$ cat src/rtl/mux2x32_pkg.sv
// Shared constants for the 2:1 word multiplexer: default data width and
// the select encoding used by the combinational selector and the register stage.
package mux2x32_pkg;

  localparam int unsigned DATA_W = 32;

  localparam logic SEL_A = 1'b0;
  localparam logic SEL_B = 1'b1;

endpackage : mux2x32_pkg

$ cat src/rtl/mux2_comb.sv
// Pure combinational 2:1 word selector; no clock, no reset, zero latency.
module mux2_comb
  import mux2x32_pkg::*;
#(
  parameter int unsigned WIDTH = DATA_W
) (
  input  logic [WIDTH-1:0] a,
  input  logic [WIDTH-1:0] b,
  input  logic             sel,
  output logic [WIDTH-1:0] y
);

  // The conditional operator is kept on purpose: with an unknown select,
  // bits on which a and b agree still resolve instead of going all-X.
  assign y = (sel == SEL_B) ? b : a;

endmodule : mux2_comb

$ cat src/rtl/mux2x32.sv
// 2:1 word multiplexer with a zero-latency output y and a registered copy
// y_q / sel_q for timing-critical consumers.
module mux2x32
  import mux2x32_pkg::*;
#(
  parameter int unsigned       WIDTH   = DATA_W,
  parameter logic [WIDTH-1:0]  RST_VAL = '0
) (
  input  logic             clk,
  input  logic             rst_n,
  input  logic [WIDTH-1:0] a,
  input  logic [WIDTH-1:0] b,
  input  logic             sel,
  output logic [WIDTH-1:0] y,
  output logic [WIDTH-1:0] y_q,
  output logic             sel_q
);

  mux2_comb #(
    .WIDTH (WIDTH)
  ) u_mux2_comb (
    .a   (a),
    .b   (b),
    .sel (sel),
    .y   (y)
  );

  // Free-running capture: no enable, no handshake; reset wins asynchronously.
  always_ff @(posedge clk or negedge rst_n) begin
    if (!rst_n) begin
      y_q   <= RST_VAL;
      sel_q <= SEL_A;
    end else begin
      y_q   <= y;
      sel_q <= sel;
    end
  end

endmodule : mux2x32

$ cat config.mk
export PLATFORM = sky130hd
export DESIGN_NAME = mux2x32
export DESIGN_NICKNAME = d
export VERILOG_FILES = /design/src/rtl/mux2x32_pkg.sv /design/src/rtl/mux2_comb.sv /design/src/rtl/mux2x32.sv
export SDC_FILE = /design/constraint.sdc
export NUM_CORES = 1
export LEC_CHECK = 0
export ABC_CLOCK_PERIOD_IN_PS = 2100
export CAP_MARGIN = 20
export CORE_ASPECT_RATIO = 0.75
export CORE_MARGIN = 2
export CORE_UTILIZATION = 32
export DETAILED_ROUTE_END_ITERATION = 16
export MAX_ROUTING_LAYER = met4
export PLACE_DENSITY = 0.85
export SETUP_SLACK_MARGIN = 0.05
export SLEW_MARGIN = 20
export SYNTH_ARGS = -nofsm -noshare
export SYNTH_HDL_FRONTEND = slang
export SYNTH_HIERARCHICAL = 1
export SYNTH_SLANG_ARGS = --single-unit
$ cat constraint.sdc
create_clock -name clk -period 2.1 [get_ports clk]
set_input_delay 0.315 -clock clk [delete_from_list [all_inputs] [get_ports clk]]
set_output_delay 0.315 -clock clk [all_outputs]
set_load 0.02 [all_outputs]
======== After elaboration in Yosys (flattened, before gate mapping) ========
Cells that the tools add are included.
Widths: inputs -> output; s select.
word-level totals
  bits in registers ....................... 33
  input bits .............................. 67
  output and inout port bits .............. 65
  word-level logic and storage cells ...... 3
cells by class
  mux-type cells .......................... 1
operators with widths
  cell     count
  $mux 32  1

======== Longest topological paths before layout ========
Gate-level depths: netlist (run 1).
  depth in word-level cells ............... 1
  gate-level depth with buffers ........... 3
  depth with buffers taken out ............ 1

======== Cells and area by module ========
Netlist (run 1), hierarchy kept.
modules (own cells, without submodules)
  module     instances  cells each  area each (um^2)  sequential area each (um^2)
  mux2x32    1          33          825.8             825.8
  mux2_comb  1          36          544.3             0.0

======== Least setup slack after synthesis (run 1) ========
No wires, ideal clock.
  kind .................................... input to output
  start point ............................. in sel
  end point ............................... out y[0]
  data arrival time ....................... 0.908 ns
  data required time ...................... 1.785 ns
  path slack .............................. 0.877 ns
  stages .................................. 3
  buffers on the path ..................... 2
  cell sequence ........................... buf_6 -> buf_12 -> mux2_4
between the ends
  cells in the longest elaborated chain, start to end .. 1
RTL lines
  element      line             source
  from (decl)  mux2x32.sv:13    input logic sel,
  $mux 32      mux2_comb.sv:15  assign y = (sel == SEL_B) ? b : a;
  to (decl)    mux2x32.sv:14    output logic [WIDTH-1:0] y,
Every way passes these cells.

======== Final worst setup path (run 1) ========
Same ends and word-level chain as after synthesis.

==> out/results.md, run 1 <==
• 68.7% — utilization after layout
• 0 — hold-fix buffer count after cts
• 33.6% — effective utilization at floorplan
• 26.7% — fraction of power spent switching nets
• 0 — endpoints failing hold
• 34 — maximum number of pins on one net before global-route repair
• sky130_fd_sc_hd__clkbuf_8 — root buffer selected by CTS
• 1.92 ns — clock period minus final worst setup slack
• 5.80 mm — wire length of the first global-routing pass
• 1106 — via count of the routed design
• 254 — post-placement cell count
• 6 — number of warnings issued by yosys
• 2 — number of levels in the clock H-tree
• yes — clock tree from TritonCTS
• 0.00408 mm^2 — core area
• 0 — Post-route DRC
• 60.7 um — Die Height
• 33 — flops & latches, synth
• 520 MHz — Achievable Freq
• 4 — logic depth of the worst setup path including buffers
• 1.61 ns — critical path arrival
• 0.000457 W — net switching power of the design
• 0.768 — routability congestion estimate
• 0 — max-slew violations
• 610 mW/mm^2 — power per cell area
• 131 — number of port buffers
• 15.4 um — per-cell routed wire length
• 0 — overflow left after global routing
• 20 — number of rows in the core area
• 262 — non-filler instance count after layout
• 19 — highest fanout seen on the critical path
• 40.6% — power share of the sequential group
• 0 — reported max-cap violation count
• sky130_fd_sc_hd__clkdlybuf4s50_1 — library cell contributing the largest single delay on the critical path
• 0.55 ns — max incr delay on CP
• 0.07 ns — post-CTS clock slew at the launch and capture registers of the worst setup and hold paths
• 73.6% — Max-slew headroom
• 25.5% — part of the total power dissipated in the clock network
• 60.3% — sequential element share of the synthesized area
• 0 — Post-CTS Setup Repair Bufs
• 91.5% — final period utilization
• output port — endpoint class of the critical path
• false — setup repair after global routing missed its margin
• 3.44 mm — detailed-placement wirelength estimate
• input pin — Worst setup SP type
• 2 — DR pass1 iterations
• 33 — number of clock sinks
• 3 — Buf/Inv on CP
• 33.9% — power share of the combinational group
• buf_2, buf_12, mux2_4, clkdlybuf4s50_1 — CP Cell Sequence
• 0.00483 mm^2 — die outline area
• 273 — post-layout net count
• input pin to asynchronous set/reset pin — type of the tightest min-delay check
• 0 — quantity of gates resized following cts
• 0 — initial antenna violation count
• 0 — Ant. Diodes
• 136 — Syn Nets
• 105% — area grow syn2layout
• 0.397 ns — worst-margin pin slew
• 1159 — vias in the first global route
• 4.22 — detailed-route vias per instance
• 0 — antenna-violating nets left
• 5 — TritonCTS buffer count
• 132 — number of I/O pins
• 0.00125 W — Pint
• 17.3% — total track usage
• input pin to output port — critical path class
• 0 ns — Post-Route Setup TNS
• 4.04 mm — detailed-route wire length
• complete, no violations — result of the run
• 0 — number of setup violations in the final report
• 1.22 nW — standby leakage power
• 2 — CTS max path bufs
• 63 — DR iter-0 viols
• 0.000312 V — maximum resistive drop on vdd
• 19.9 um^2 — average cell area after synthesis
• 69 — instance count of the mapped netlist
• 1.78 ns — CP required
• 0.00137 mm^2 — Post-Syn Area
• 5 — post-synthesis cell type count
• 20.8% — fraction of final layout cells sized beyond drive strength 1
• buffers and inverters — CP delay by family, top
• 79.6 um — horizontal die dimension
layout by cell type (no fill, tap or decap), drive strengths merged:
master,synthesis,layout
buf,4,4
clkbuf,0,6
clkdlybuf4s50,0,130
clkinv,0,2
dfrtp,33,33
mux2,32,32
area by class of cell:
type	instances	area, um^2
clock buffer	6	72.6
sequential	33	826
timing repair buffer	134	1350
clock inverter	2	10.0
multi-input combinational	32	473
tap	55	68.8
fill	278	1270
routing by layer:
layer  share of wire, %  GRT usage, %  vias up  wire length, um
met2                 52          30.3       75             2090
met4                2.6          7.88        0              104
met1                 36          18.5      513             1450
li1                   -             -      510                -
met3                 10          5.06        8              404
met5                  0             -        -                0
per-stage QoR:
stage | power (W) | cell area, um^2 | worst slack (ns) | hold WS (ns)
2_1_floorplan | 0.000956 | 1370 | 0.877 | 0.0194
3_3_place_gp | 0.00128 | 2720 | 0.201 | 0.696
3_5_place_dp | 0.00129 | 2720 | 0.174 | 0.706
4_1_cts | 0.00174 | 2800 | 0.169 | 0.418
5_1_grt | 0.00179 | 2800 | 0.142 | 0.419
6_report | 0.00171 | 2800 | 0.178 | 0.425
worst paths after layout:
check / end / slack, ns / from
max: y[0] / 0.18 / sel
min: y_q[26] / 0.43 / rst_n
max in group asynchronous: y_q[20] / 1.37 / rst_n
min in group clk: sel_q / 0.43 / sel
power by group through the flow:
| stage | combinational (W) | sequential [W] | clock, W |
|---|---|---|---|
| after floorplan | 0.000184 | 0.000772 | 0 |
| after global placement | 0.000578 | 0.000707 | 0 |
| after detailed placement | 0.000586 | 0.000708 | 0 |
| after CTS | 0.000588 | 0.000696 | 0.000455 |
| after global routing | 0.000608 | 0.000699 | 0.000482 |
| final | 0.000580 | 0.000695 | 0.000436 |
cells in the mapped netlist (all sizes together):
cell   instances  area share (%)
mux2          32              35
buf            4             5.2
dfrtp         33              60
sequential cells by signal (all words and copies together), names as in the netlist:
register	count
y_q	32
sel_q	1
kinds of logic after synthesis:
kind of cell | Yosys count | synth area share (%)
buffers and inverters | 4 | 5.21
flip-flops | 33 | 60.3
multiplexers | 32 | 34.5
Note: power is estimated with default switching activity, not from simulation.
==> run 2, diff against run 1 <==
- GPL_TIMING_DRIVEN: default -> 0
==> out/results.md, run 2 (synthesis results as in run 1) <==
• complete, no violations — result of the run
• 34 — maximum number of pins on one net before global-route repair
• 2.03 ns — clock period minus final worst setup slack
• 32 — number of flip-flops under the largest register name
• 0 — endpoints failing hold
• 25.1% — fraction of power spent switching nets
• sky130_fd_sc_hd__clkbuf_8 — root buffer selected by CTS
• 79.6 um — horizontal die dimension
• 289 — number of fill cells
• 0.06 ns — post-CTS clock slew at the launch and capture registers of the worst setup and hold paths
• -0.195 ns — pre-CTS setup slack
• 5 — TritonCTS buffer count
• 0 — Ant. Diodes
• y_q — register with the highest flop count
• 0 — number of setup violations in the final report
• 4.13 mm — detailed-route wire length
• input pin — Worst setup SP type
• 0 — initial antenna violation count
• 33 — number of clock sinks
• 131 — number of port buffers
• 10 — highest fanout seen on the critical path
• 96.8% — final period utilization
• 0.00278 mm^2 — Post-Layout Inst Area
• input pin to asynchronous set/reset pin — type of the tightest min-delay check
• 4 — DR pass1 iterations
• 4.27 — detailed-route vias per instance
• sky130_fd_sc_hd__clkdlybuf4s50_1 — commonest non-fill, non-tap cell in the layout
• 663 mW/mm^2 — power per cell area
• 274 — post-layout net count
• sky130_fd_sc_hd__clkdlybuf4s50_1, sky130_fd_sc_hd__dfrtp_1, sky130_fd_sc_hd__mux2_4, sky130_fd_sc_hd__clkbuf_2, sky130_fd_sc_hd__clkdlybuf4s15_1 — commonest cells after routing, fill and taps aside
• 0.795 — routability congestion estimate
• 103% — area grow syn2layout
• 29.9% — power share of the combinational group
• 0 — overflow left after global routing
• 0.00483 mm^2 — die outline area
• 0.00408 mm^2 — core area
• 17.5% — total track usage
• 15.7 um — per-cell routed wire length
• 0.49 ns — max incr delay on CP
• 0.000347 V — maximum resistive drop on vdd
• 26 — DR iter-0 viols
• 1162 — vias in the first global route
• 2 — number of levels in the clock H-tree
• 0 — reported max-cap violation count
• 2 — CTS max path bufs
• 263 — non-filler instance count after layout
• 33.6% — effective utilization at floorplan
• 0 — Post-route DRC
• 37.8% — power share of the sequential group
• 0.000462 W — net switching power of the design
• 0.0678 ns — PnR worst setup slack
• 60.7 um — Die Height
• 1124 — via count of the routed design
• yes — clock tree from TritonCTS
• 0.00138 W — Pint
• 32.3% — part of the total power dissipated in the clock network
• true — setup repair after global routing missed its margin
• 5.82 mm — wire length of the first global-routing pass
• 28.8% — fraction of final layout cells sized beyond drive strength 1
• 255 — post-placement cell count
• 20 — number of rows in the core area
• sky130_fd_sc_hd__clkdlybuf4s50_1 — library cell contributing the largest single delay on the critical path
• clkdlybuf4s50_1, buf_6, buf_12, mux2_4, clkdlybuf4s15_1 — CP Cell Sequence
• 0.717 ns — worst-margin pin slew
• 0 — max-slew violations
• 1.72 ns — critical path arrival
• 52.2% — Max-slew headroom
• y_q x32, sel_q x1 — Top Registers
• 0 ns — Post-Route Setup TNS
• output port — endpoint class of the critical path
• 0.00184 W — power consumption
• 1.78 ns — CP required
• 3.45 mm — detailed-placement wirelength estimate
• input pin to output port — critical path class
• 1.26 nW — standby leakage power
• 132 — number of I/O pins
• 492 MHz — Achievable Freq
• 0.00275 mm^2 — post-placement cell area
• 0 — antenna-violating nets left
[run 2: cell types whose count changed in the layout (fill, tap and decap cells not counted), sizes merged]
cell | previous run | this run
dlygate4sd2 | 0 | 2
clkbuf | 6 | 23
clkdlybuf4s15 | 0 | 14
clkinv | 2 | 0
buf | 4 | 5
bufinv | 0 | 1
clkdlybuf4s50 | 130 | 98
[run 2: what timing repair did]
action / in CTS / in global routing
gates resized for setup: 61 / 17
endpoints found under the setup margin: 32 / 17
hold buffers: 0 / 0
pin swaps: 0 / 0
buffers inserted: 0 / 0
[run 2: power by group through the flow]
stage	Clock, W	Sequential, W	Combinational (W)
5_1_grt	0.000651	0.000699	0.000577
3_5_place_dp	0	0.000708	0.000592
3_3_place_gp	0	0.000706	0.000583
2_1_floorplan	0	0.000772	0.000184
4_1_cts	0.000617	0.000696	0.000569
6_report	0.000595	0.000696	0.000551
[run 2: critical path, delay by kind of cell]
family	cells	cell delay [ns]
muxes	1	0.31
buffers and inverters	4	1.09
[run 2: worst paths after layout]
kind / cells after the start / endpoint / from / slack, ns
max in group asynchronous: 1 / y_q[18] / rst_n / 1.55
min in group clk: 1 / sel_q / sel / 0.53
worst min-delay path: 1 / y_q[27] / rst_n / 0.09
worst max-delay path: 5 / y[0] / sel / 0.07
[run 2: through the flow]
step | utilization, % | hold slack, ns
after CTS | 70.1 | 0.111
after global placement | 67.4 | 0.817
final | 68.1 | 0.0945
after global routing | 68.1 | 0.153
after floorplan | - | 0.0194
after detailed placement | 67.3 | 0.412
[run 2: layout make-up]
type                    instances  area [um^2]  share of cell area (%)
plain buffers                   4         71.3                    2.57
clock buffers                   7         86.3                    3.11
clock inverters                 1         30.0                    1.08
multi-input cells              32          473                    17.0
flip-flops and latches         33          826                    29.7
well taps                      55         68.8                    2.48
repair buffers                131         1220                    44.0
[run 2: per-layer routing]
metal	track usage, %	vias up	wire [um]
met3	5.80	6	440
met1	19.3	535	1520
met5	-	-	0
met4	7.39	0	65
met2	29.5	71	2100
li1	-	512	-
==> run 3, diff against run 2 <==
- CORE_ASPECT_RATIO: 0.75 -> default
==> out/results.md, run 3 (synthesis results as in run 1) <==
• 26.8% — fraction of power spent switching nets
• 6.63 mm — wire length of the first global-routing pass
• 0.0822 ns — tightest hold margin
• input pin to asynchronous set/reset pin — type of the tightest min-delay check
• clkdlybuf4s50_1, buf_6, buf_12, mux2_4, clkdlybuf4s15_2 — CP Cell Sequence
• 2 — DR pass1 iterations
• 29.4% — part of the total power dissipated in the clock network
• 30.9% — power share of the combinational group
• 1.24 nW — standby leakage power
• 2 — CTS max path bufs
• output port — endpoint class of the critical path
• 39.7% — power share of the sequential group
• 3.99 mm — detailed-route wire length
• true — setup repair after global routing missed its margin
• 69.4 um — Die Height
• y_q — register with the highest flop count
• 33.8% — effective utilization at floorplan
• 18.5% — total track usage
• 0 — endpoints failing hold
• 1128 — via count of the routed design
• 0 — number of setup violations in the final report
• sky130_fd_sc_hd__clkbuf_8 — root buffer selected by CTS
• 97.1% — area grow syn2layout
• y_q x32, sel_q x1 — Top Registers
• 0.00274 mm^2 — post-placement cell area
• 0 — antenna-violating nets left
• 0.00482 mm^2 — die outline area
• 826 um^2 — Storage cell area
• input pin — Worst setup SP type
• 0.00128 W — Pint
• 10 — highest fanout seen on the critical path
• 493 MHz — Achievable Freq
• 0 — Ant. Diodes
• sky130_fd_sc_hd__clkdlybuf4s50_1 — library cell contributing the largest single delay on the critical path
• 0 — max-slew violations
• 2.03 ns — clock period minus final worst setup slack
• 32 — number of flip-flops under the largest register name
• 96.5% — final period utilization
• 2 — number of levels in the clock H-tree
• sky130_fd_sc_hd__clkdlybuf4s50_1 — commonest non-fill, non-tap cell in the layout
• sky130_fd_sc_hd__clkdlybuf4s50_1, sky130_fd_sc_hd__dfrtp_1, sky130_fd_sc_hd__mux2_4, sky130_fd_sc_hd__buf_2, sky130_fd_sc_hd__clkbuf_8 — commonest cells after routing, fill and taps aside
• yes — clock tree from TritonCTS
• 0 — reported max-cap violation count
• 649 mW/mm^2 — power per cell area
• 15.4 um — per-cell routed wire length
• 19 — DR iter-0 viols
• 1355 — vias in the first global route
• 69.4 um — horizontal die dimension
• 473 um^2 — area occupied by multi-input gates
• input pin to output port — critical path class
• 0.07 ns — post-CTS clock slew at the launch and capture registers of the worst setup and hold paths
• 0 — hold-fix buffer count after cts
• 34 — maximum number of pins on one net before global-route repair
• 132 — number of I/O pins
• 0.52 ns — max incr delay on CP
• 5 — TritonCTS buffer count
• 23 — number of rows in the core area
• 0 — overflow left after global routing
• 274 — post-layout net count
• 0.725 — routability congestion estimate
• 36.1% — fraction of final layout cells sized beyond drive strength 1
• 311 — number of fill cells
• 1.71 ns — critical path arrival
• 52.7% — Max-slew headroom
• complete, no violations — result of the run
• 0.00406 mm^2 — core area
• 1.78 ns — CP required
• 131 — number of port buffers
• 0 — Post-route DRC
• 0.000377 V — maximum resistive drop on vdd
• 33 — number of clock sinks
• 0 — initial antenna violation count
• 0.000470 W — net switching power of the design
• 0.709 ns — worst-margin pin slew
• 0.00270 mm^2 — Post-Layout Inst Area
• 4.37 — detailed-route vias per instance
==> run 3: final timing paths <==
path / from / end / depth (start not counted)
worst max-delay path: sel / y[28] / 5
worst min-delay path: rst_n / y_q[16] / 1
max in group asynchronous: rst_n / y_q[9] / 1
min in group clk: sel / sel_q / 1
==> run 3: power by group through the flow <==
stage | sequential [W] | combinational (W) | clock, W
finish | 0.000696 | 0.000541 | 0.000515
global route | 0.000701 | 0.000571 | 0.000565
CTS | 0.000697 | 0.000579 | 0.000529
detailed placement | 0.000710 | 0.000591 | 0
global placement | 0.000707 | 0.000583 | 0
floorplan | 0.000772 | 0.000184 | 0
==> run 3: worst max-delay path: cells and delay by family <==
kind                   cells  cell delay, ns
buffers and inverters      4            1.08
muxes                      1            0.31
==> run 3: metrics by stage <==
step | setup TNS [ns] | instances | utilization [%] | total power (W) | setup WS [ns]
after CTS | 0 | 258 | 70.9 | 0.00181 | 0.0646
after global routing | 0 | 258 | 66.5 | 0.00184 | 0.0377
after global placement | -6.53 | 250 | 67.6 | 0.00129 | -0.221
after floorplan | 0 | 69 | - | 0.000956 | 0.877
after detailed placement | -6.46 | 250 | 67.5 | 0.00130 | -0.228
final | 0 | 258 | 66.5 | 0.00175 | 0.0734
==> run 3: cell type report <==
cell class / count / area share [%]
well taps: 50 / 2.32
flip-flops and latches: 33 / 30.6
repair buffers: 131 / 43.2
clock buffers: 7 / 3.57
multi-input cells: 32 / 17.5
clock inverters: 1 / 0.185
plain buffers: 4 / 2.64
==> run 3: what timing repair did <==
action,CTS,global route
endpoints found under the setup margin,32,30
setup buffers,0,0
gates resized for setup,92,28
hold endpoints to repair,0,0
==> run 3: routing by layer <==
layer	track usage, %	up-vias	wire, um
met5	-	-	0
met4	5.23	0	45
met3	6.10	7	352
met2	34.1	78	2300
met1	18.6	531	1280
li1	-	512	-
